===== src/rtl/spi_target_if.sv =====
// Avalon-MM register bus for spi_target.
//   master: drives chipselect/read/write/address/byteenable/writedata, receives readdata
//   slave : the reverse; readdata is combinational in the target
interface spi_target_if;
   localparam int unsigned DW = 32;
   localparam int unsigned AW = 3;
   localparam int unsigned BW = 4;

   logic          chipselect;
   logic          read;
   logic          write;
   logic [AW-1:0] address;
   logic [BW-1:0] byteenable;
   logic [DW-1:0] writedata;
   logic [DW-1:0] readdata;

   modport master (output chipselect, read, write, address, byteenable, writedata,
                   input  readdata);
   modport slave  (input  chipselect, read, write, address, byteenable, writedata,
                   output readdata);
endinterface


===== src/rtl/spi_target.sv =====
// SPI target (slave) with Avalon-MM register access and TX/RX word FIFOs.
//   clk        : system clock, rising edge
//   reset      : asynchronous, active-low
//   irq        : interrupt request (only driven when SPI_TARGET_IRQ_EN is defined)
//   bus        : spi_target_if.slave register port (DATA=0, STATUS=1, CONTROL=2)
//   sclk/cs_n/mosi : SPI inputs from the initiator, synchronized internally
//   miso       : serial data out, 0 when not selected
// Optional feature macro: SPI_TARGET_IRQ_EN enables CONTROL[8] IRQ_EN and irq.
module spi_target #(
   parameter int unsigned FIFO_DEPTH = 16
) (
   input  logic        clk,
   input  logic        reset,
   output logic        irq,
   spi_target_if.slave bus,
   input  logic        sclk,
   input  logic        cs_n,
   input  logic        mosi,
   output logic        miso
);

   localparam int unsigned DW     = 32;
   localparam int unsigned AW     = $clog2(FIFO_DEPTH);
   localparam int unsigned CW     = AW + 1;
   localparam int unsigned NW     = 6;
   localparam int unsigned CTRL_W = 9;
   localparam int unsigned STAT_W = 7;

   typedef enum logic {IDLE, ACTIVE} state_t;

   state_t state_q, state_d;

   logic [1:0]        sclk_sync_q, cs_sync_q, mosi_sync_q;
   logic              sclk_prev_q, cs_prev_q;
   logic [CTRL_W-1:0] ctrl_q, ctrl_d;
   logic [DW-1:0]     tx_sh_q, tx_sh_d, rx_sh_q, rx_sh_d;
   logic [NW-1:0]     cnt_q, cnt_d;
   logic              tx_ov_q, tx_ov_d, rx_ov_q, rx_ov_d;
   logic              irq_q, irq_d, miso_q, miso_d;

   logic [DW-1:0]     tx_mem [FIFO_DEPTH];
   logic [DW-1:0]     rx_mem [FIFO_DEPTH];
   logic [AW-1:0]     tx_wp_q, tx_wp_d, tx_rp_q, tx_rp_d;
   logic [AW-1:0]     rx_wp_q, rx_wp_d, rx_rp_q, rx_rp_d;
   logic [CW-1:0]     tx_cnt_q, tx_cnt_d, rx_cnt_q, rx_cnt_d;

   logic              unused_be_c;
   assign unused_be_c = ^bus.byteenable;

   // Synchronized SPI inputs and edge detection
   logic sclk_s, cs_s, mosi_s, sclk_rise, sclk_fall, cs_fall;
   assign sclk_s    = sclk_sync_q[1];
   assign cs_s      = cs_sync_q[1];
   assign mosi_s    = mosi_sync_q[1];
   assign sclk_rise = sclk_s & ~sclk_prev_q;
   assign sclk_fall = ~sclk_s & sclk_prev_q;
   assign cs_fall   = ~cs_s & cs_prev_q;

   // Control fields
   logic [4:0] wlen;
   logic       cpol, cpha, en;
   assign wlen = ctrl_q[4:0];
   assign cpol = ctrl_q[5];
   assign cpha = ctrl_q[6];
   assign en   = ctrl_q[7];

   // Sample/shift edge selection from CPOL/CPHA
   logic lead_edge, trail_edge, sample_edge, shift_edge;
   assign lead_edge   = cpol ? sclk_fall : sclk_rise;
   assign trail_edge  = cpol ? sclk_rise : sclk_fall;
   assign sample_edge = cpha ? trail_edge : lead_edge;
   assign shift_edge  = cpha ? lead_edge : trail_edge;

   // Register decode
   logic wr_data, wr_stat, wr_ctrl, rd_data;
   assign wr_data = bus.chipselect & bus.write & (bus.address == 3'd0);
   assign wr_stat = bus.chipselect & bus.write & (bus.address == 3'd1);
   assign wr_ctrl = bus.chipselect & bus.write & (bus.address == 3'd2);
   assign rd_data = bus.chipselect & bus.read  & (bus.address == 3'd0);

   logic tx_empty, tx_full, rx_empty, rx_full;
   assign tx_empty = (tx_cnt_q == '0);
   assign tx_full  = (tx_cnt_q == CW'(FIFO_DEPTH));
   assign rx_empty = (rx_cnt_q == '0);
   assign rx_full  = (rx_cnt_q == CW'(FIFO_DEPTH));

   logic [DW-1:0] rx_word_c;
   assign rx_word_c = {rx_sh_q[DW-2:0], mosi_s};

   // FSM next state and shift datapath
   logic tx_pop_c, rx_push_c, load_c;
   always_comb begin
      state_d   = state_q;
      tx_sh_d   = tx_sh_q;
      rx_sh_d   = rx_sh_q;
      cnt_d     = cnt_q;
      tx_pop_c  = 1'b0;
      rx_push_c = 1'b0;
      load_c    = 1'b0;
      case (state_q)
         IDLE: begin
            if (en && cs_fall) begin
               state_d = ACTIVE;
               load_c  = 1'b1;
            end
         end
         ACTIVE: begin
            if (!en || cs_s) begin
               state_d = IDLE;
            end else if (sample_edge) begin
               rx_sh_d = rx_word_c;
               if (cnt_q == NW'(1)) begin
                  rx_push_c = 1'b1;
                  load_c    = 1'b1;
               end else begin
                  cnt_d = cnt_q - NW'(1);
               end
            end else if (shift_edge && (cnt_q != NW'(wlen) + NW'(1))) begin
               // No shift before the first sample of a word, so CPHA=1 keeps the MSB
               tx_sh_d = tx_sh_q << 1;
            end
         end
         default: state_d = IDLE;
      endcase
      // Word (re)load: TX head or zeros, rx cleared so short words zero-extend
      if (load_c) begin
         tx_pop_c = ~tx_empty;
         tx_sh_d  = tx_empty ? '0 : tx_mem[tx_rp_q];
         rx_sh_d  = '0;
         cnt_d    = NW'(wlen) + NW'(1);
      end
   end

   // FIFO next state; a full FIFO still accepts when popping in the same cycle
   logic tx_push_c, tx_drop_c, rx_pop_c, rx_wr_c, rx_drop_c;
   always_comb begin
      tx_push_c = wr_data & (~tx_full | tx_pop_c);
      tx_drop_c = wr_data & tx_full & ~tx_pop_c;
      rx_pop_c  = rd_data & ~rx_empty;
      rx_wr_c   = rx_push_c & (~rx_full | rx_pop_c);
      rx_drop_c = rx_push_c & rx_full & ~rx_pop_c;
      tx_wp_d   = tx_push_c ? tx_wp_q + AW'(1) : tx_wp_q;
      tx_rp_d   = tx_pop_c  ? tx_rp_q + AW'(1) : tx_rp_q;
      tx_cnt_d  = tx_cnt_q + CW'(tx_push_c) - CW'(tx_pop_c);
      rx_wp_d   = rx_wr_c   ? rx_wp_q + AW'(1) : rx_wp_q;
      rx_rp_d   = rx_pop_c  ? rx_rp_q + AW'(1) : rx_rp_q;
      rx_cnt_d  = rx_cnt_q + CW'(rx_wr_c) - CW'(rx_pop_c);
      // Disable flushes both FIFOs
      if (!en) begin
         tx_wp_d  = '0;
         tx_rp_d  = '0;
         tx_cnt_d = '0;
         rx_wp_d  = '0;
         rx_rp_d  = '0;
         rx_cnt_d = '0;
      end
   end

   // Control, overflow flags (set wins over W1C), irq and miso
   always_comb begin
      ctrl_d = ctrl_q;
      if (wr_ctrl) begin
`ifdef SPI_TARGET_IRQ_EN
         ctrl_d = bus.writedata[CTRL_W-1:0];
`else
         ctrl_d = {1'b0, bus.writedata[CTRL_W-2:0]};
`endif
      end
      tx_ov_d = tx_drop_c | (tx_ov_q & ~(wr_stat & bus.writedata[2]));
      rx_ov_d = rx_drop_c | (rx_ov_q & ~(wr_stat & bus.writedata[5]));
`ifdef SPI_TARGET_IRQ_EN
      irq_d = ctrl_d[8] & ((rx_cnt_d != '0) | rx_ov_d | tx_ov_d);
`else
      irq_d = 1'b0;
`endif
      miso_d = (state_d == ACTIVE) ? tx_sh_d[wlen] : 1'b0;
   end

   // Combinational read mux
   logic [STAT_W-1:0] status_c;
   logic [DW-1:0]     rdata_c;
   assign status_c = {(state_q == ACTIVE), rx_ov_q, rx_full, rx_empty, tx_ov_q, tx_full, tx_empty};
   always_comb begin
      rdata_c = '0;
      if (reset && bus.chipselect && bus.read) begin
         case (bus.address)
            3'd0:    rdata_c = rx_empty ? '0 : rx_mem[rx_rp_q];
            3'd1:    rdata_c = DW'(status_c);
            3'd2:    rdata_c = DW'(ctrl_q);
            default: rdata_c = '0;
         endcase
      end
   end
   assign bus.readdata = rdata_c;
   assign irq          = irq_q;
   assign miso         = miso_q;

   // FSM state register
   always_ff @(posedge clk or negedge reset) begin
      if (!reset) state_q <= IDLE;
      else        state_q <= state_d;
   end

   // Datapath registers
   always_ff @(posedge clk or negedge reset) begin
      if (!reset) begin
         sclk_sync_q <= 2'b00;
         cs_sync_q   <= 2'b11;
         mosi_sync_q <= 2'b00;
         sclk_prev_q <= 1'b0;
         cs_prev_q   <= 1'b1;
         ctrl_q      <= '0;
         tx_sh_q     <= '0;
         rx_sh_q     <= '0;
         cnt_q       <= '0;
         tx_ov_q     <= 1'b0;
         rx_ov_q     <= 1'b0;
         irq_q       <= 1'b0;
         miso_q      <= 1'b0;
         tx_wp_q     <= '0;
         tx_rp_q     <= '0;
         tx_cnt_q    <= '0;
         rx_wp_q     <= '0;
         rx_rp_q     <= '0;
         rx_cnt_q    <= '0;
      end else begin
         sclk_sync_q <= {sclk_sync_q[0], sclk};
         cs_sync_q   <= {cs_sync_q[0], cs_n};
         mosi_sync_q <= {mosi_sync_q[0], mosi};
         sclk_prev_q <= sclk_s;
         cs_prev_q   <= cs_s;
         ctrl_q      <= ctrl_d;
         tx_sh_q     <= tx_sh_d;
         rx_sh_q     <= rx_sh_d;
         cnt_q       <= cnt_d;
         tx_ov_q     <= tx_ov_d;
         rx_ov_q     <= rx_ov_d;
         irq_q       <= irq_d;
         miso_q      <= miso_d;
         tx_wp_q     <= tx_wp_d;
         tx_rp_q     <= tx_rp_d;
         tx_cnt_q    <= tx_cnt_d;
         rx_wp_q     <= rx_wp_d;
         rx_rp_q     <= rx_rp_d;
         rx_cnt_q    <= rx_cnt_d;
      end
   end

   // FIFO storage (contents need no reset; pointers define validity)
   always_ff @(posedge clk) begin
      if (tx_push_c) tx_mem[tx_wp_q] <= bus.writedata;
      if (rx_wr_c)   rx_mem[rx_wp_q] <= rx_word_c;
   end

endmodule


===== src/flat_wrapper.sv =====
// flat-port wrapper written by rule: the top's interface ports become plain ports
module spi_target_flat 
#(
   parameter int unsigned FIFO_DEPTH = 16
)
  (clk, reset, irq, sclk, cs_n, mosi, miso, bus_chipselect, bus_read, bus_write, bus_address, bus_byteenable, bus_writedata, bus_readdata);
  spi_target_if bus_i ();
  input  logic clk;
  input  logic reset;
  output logic irq;
  input  logic sclk;
  input  logic cs_n;
  input  logic mosi;
  output logic miso;
  input wire logic [$bits(bus_i.chipselect)-1:0] bus_chipselect;
  input wire logic [$bits(bus_i.read)-1:0] bus_read;
  input wire logic [$bits(bus_i.write)-1:0] bus_write;
  input wire logic [$bits(bus_i.address)-1:0] bus_address;
  input wire logic [$bits(bus_i.byteenable)-1:0] bus_byteenable;
  input wire logic [$bits(bus_i.writedata)-1:0] bus_writedata;
  output wire logic [$bits(bus_i.readdata)-1:0] bus_readdata;
  assign bus_i.chipselect = bus_chipselect;
  assign bus_i.read = bus_read;
  assign bus_i.write = bus_write;
  assign bus_i.address = bus_address;
  assign bus_i.byteenable = bus_byteenable;
  assign bus_i.writedata = bus_writedata;
  assign bus_readdata = bus_i.readdata;
  spi_target #(.FIFO_DEPTH(FIFO_DEPTH)) u_core (.clk(clk), .reset(reset), .irq(irq), .bus(bus_i), .sclk(sclk), .cs_n(cs_n), .mosi(mosi), .miso(miso));
endmodule

===== config.mk =====
export PLATFORM = sky130hd
export DESIGN_NAME = spi_target_flat
export DESIGN_NICKNAME = d
export VERILOG_FILES = /design/src/rtl/spi_target_if.sv /design/src/rtl/spi_target.sv /design/src/flat_wrapper.sv
export SDC_FILE = /design/constraint.sdc
export NUM_CORES = 1
export LEC_CHECK = 0
export BUFFER_PORTS_ARGS = -buffer_cell sky130_fd_sc_hd__buf_2
export CELL_PAD_IN_SITES_DETAIL_PLACEMENT = 0
export CELL_PAD_IN_SITES_GLOBAL_PLACEMENT = 1
export CORE_ASPECT_RATIO = 0.7
export CORE_UTILIZATION = 55
export DETAILED_ROUTE_END_ITERATION = 8
export PLACE_DENSITY_LB_ADDON = 0.12
export SYNTH_ARGS = -nofsm -noshare
export SYNTH_HDL_FRONTEND = slang
export SYNTH_SLANG_ARGS = --single-unit
export TNS_END_PERCENT = 50

===== constraint.sdc =====
create_clock -name clk -period 7.86 [get_ports clk]
set_input_delay 0.393 -clock clk [delete_from_list [all_inputs] [get_ports clk]]
set_output_delay 0.393 -clock clk [all_outputs]
set_load 0.005 [all_outputs]

==> reports/qor.txt <==
Pre-CTS setup slack - 3.52 ns
Share of cells above drive strength 1 - 25.8%
Slew headroom - 34.8%
Pwr Density - 241 nW/µm²
Grt ovf - 0
Commonest non-fill, non-tap cells in the layout - edfxtp_1 (1024), mux4_2 (270), dfrtp_1 (104), clkbuf_16 (103), mux2i_1 (86)
First-pass GRT wire length - 149000 µm
R2r startpoint - u_core.tx_rp_q[2]
# H-tree levels - 3
Tcrit/Tclk final - 57.4%
Drt total wl - 101000 µm
Status - completed
Post-Synthesis Cell Area - 44800 µm²
GRT Total Usage - 25.1%
Hold Path Class - in2reg
Clock transition at path regs - 0.06 ns
EDFF count, synth - 1024
Worst endpoint required time - 7.47 ns
Worst setup slack after layout - 3.35 ns
DR vias - 21900
Vias per Instance - 6.36
VDD IR max - 183 µV
Leak - 16.5 nW
Pre-antenna DRT Iters - 6
Setup bufs post-CTS - 0
Initial antenna violation count - 3
Min-Delay Startpoint - bus_writedata[27]
Setup violators final - 0
Drt wl/cell - 29.3 µm
Minimum clock period after layout - 4.51 ns
Synth-to-layout area growth - 11.4%
Estimated wirelength of the detail-placed design - 53900 µm
Fillers - 5579
Die Width - 343 µm
Post-Synthesis Cells - 2180
Die Area - 82700 µm²
Final Net Count - 2369
CTS Buf Count - 103
Post-DRT Antenna Nets - 0
Syn_nets - 2254
Area of the multi-input gates - 10700 µm²
I/O Buffers - 75
Clk Latency, worst-skew pair - 0.69 ns
Synth Area per Inst - 20.6 µm²
#FFs+latches synth - 1139
TNS Setup - 0 ns
Clock Path Buffers - 3
Drt initial violations - 2284
Height of the die - 241 µm
Post-synth top flop - edfxtp_1
RSZ-0062 raised after global routing - no
Largest net degree at the start of global routing - 99
MaxCap Viol Count - 0
Critical Path Start - u_core.rx_rp_q[0]
Synthesis warning total - 0
CTS tree - done
CTS Sinks - 1139
Setup CP Type - reg2out
Vias in the first global route - 22100
Crit path max fanout - 96
Slew @ Worst Pin - 0.978 ns
Top-Level Pins - 81
Row count - 87
Most common cell after layout, fill and taps aside - edfxtp_1
Root cell of the clock tree - clkbuf_16
Seq/Total Area, Yosys - 75.0%
Hold Vio Cnt, Final - 0
Hold WS - 0.0740 ns
Final Wtd Congestion - 0.849
Max Transition Viols Final - 0
Startpoint Class - register
Core outline area - 80700 µm²
Max frequency - 222 MHz
Worst Skew - 0.0292 ns
Starting Density - 55.6%
Reg area - 33700 µm²
CP Capture Type - output port
FFs w/ async S/R, synth - 10.1%
Netlist cell types - 66
# DRC - 0
Critical Path AT - 4.12 ns
Util after Layout - 61.9%
## per-stage QoR
stage                     cells  instance area, µm²  total power, mW
after CTS                  3447               50000             12.1
after global placement     3254               46600             7.24
after floorplan            2180               44800             7.08
final                      3450               50000             12.0
after detailed placement   3254               46600             7.26
after global routing       3448               50000             12.4
## kinds of logic after synthesis
logic type | after synthesis | share of synthesized area, %
xor gates and xnor gates | 28 | 0.547
other | 1 | 0.00836
muxes | 362 | 15.6
DFF | 1139 | 75.0
buffers and inverters | 157 | 1.60
AOI/OAI and AO/OA | 215 | 3.65
and+or+nand+nor | 251 | 2.80
adders and majority gates | 27 | 0.787
## cell type report
class / count / area share, %
Antenna cell: 3 / 0.0150
Multi-Input combinational cell: 884 / 21.4
Sequential cell: 1139 / 67.4
Inverter: 33 / 0.248
Timing Repair Buffer: 134 / 1.72
Clock buffer: 130 / 5.50
Clock inverter: 59 / 1.06
Tap cell: 1068 / 2.67
## flip-flops by register name, indices dropped and copies added, names as in the netlist, 2 cells and up
| name | cells |
|---|---|
| u_core.cnt_q | 6 |
| u_core.cs_sync_q | 2 |
| u_core.ctrl_q | 8 |
| u_core.mosi_sync_q | 2 |
| u_core.rx_cnt_q | 5 |
| u_core.rx_mem | 512 |
| u_core.rx_rp_q | 4 |
| u_core.rx_sh_q | 31 |
| u_core.rx_wp_q | 4 |
| u_core.sclk_sync_q | 2 |
| u_core.tx_cnt_q | 5 |
| u_core.tx_mem | 512 |
| u_core.tx_rp_q | 4 |
| u_core.tx_sh_q | 32 |
| u_core.tx_wp_q | 4 |
## cell usage after synthesis, types with 15 or more instances
cell type  number  area [µm²]
mux2i_1        86         861
a221oi_1       41         359
inv_1          31         116
mux4_2        270        6080
clkbuf_1       71         267
nor3_1         15        75.1
dfrtp_1       112        2800
a22oi_1        20         150
and3_1         35         219
nor2_1         59         221
nand2_1        64         240
a21oi_1        25         125
ha_1           25         313
a22o_1         32         280
o21ai_0        33         165
edfxtp_1     1024       30700
and2_1         30         188
xnor2_1        20         175
buf_2          19        95.1
## worst paths after layout
check,depth (start not counted),slack (ns),end
max in group asynchronous,3,6.04,u_core.tx_rp_q[1]
worst min-delay path,1,0.07,u_core.tx_mem[7][27]
worst max-delay path,6,3.35,bus_readdata[4]
worst max register to register,11,3.52,u_core.miso
worst min register to register,0,0.37,u_core.cs_prev_q
min in group asynchronous,2,0.34,u_core.rx_sh_q[11]
## critical path: stages, from the launching register on
cell     delay [ns]
dfrtp_4        0.92
buf_12         0.65
mux4_2         0.60
mux4_2         0.55
a21oi_1        0.39
nor2_1         0.07
buf_2          0.14
## metal layers
metal / part of all wire, % / up-vias / GRT usage [%]
met5: 0.026 / - / 0
met4: 1.9 / 4 / 5.55
met3: 7.5 / 142 / 5.33
met2: 44 / 775 / 35.9
met1: 47 / 11800 / 40.1
li1: - / 9242 / -
## power by group
group / total [mW] / switching (mW) / internal [mW]
logic: 0.433 / 0.269 / 0.164
clock network: 4.91 / 2.17 / 2.74
registers: 6.70 / 0.0871 / 6.61
## timing repair
action / CTS / global route
hold buffers: 4 / 0
hold endpoints to repair: 48 / 0
setup endpoints to repair: 0 / 0
gates resized for setup: 0 / 0
Note: power is estimated with default switching activity, not from simulation.
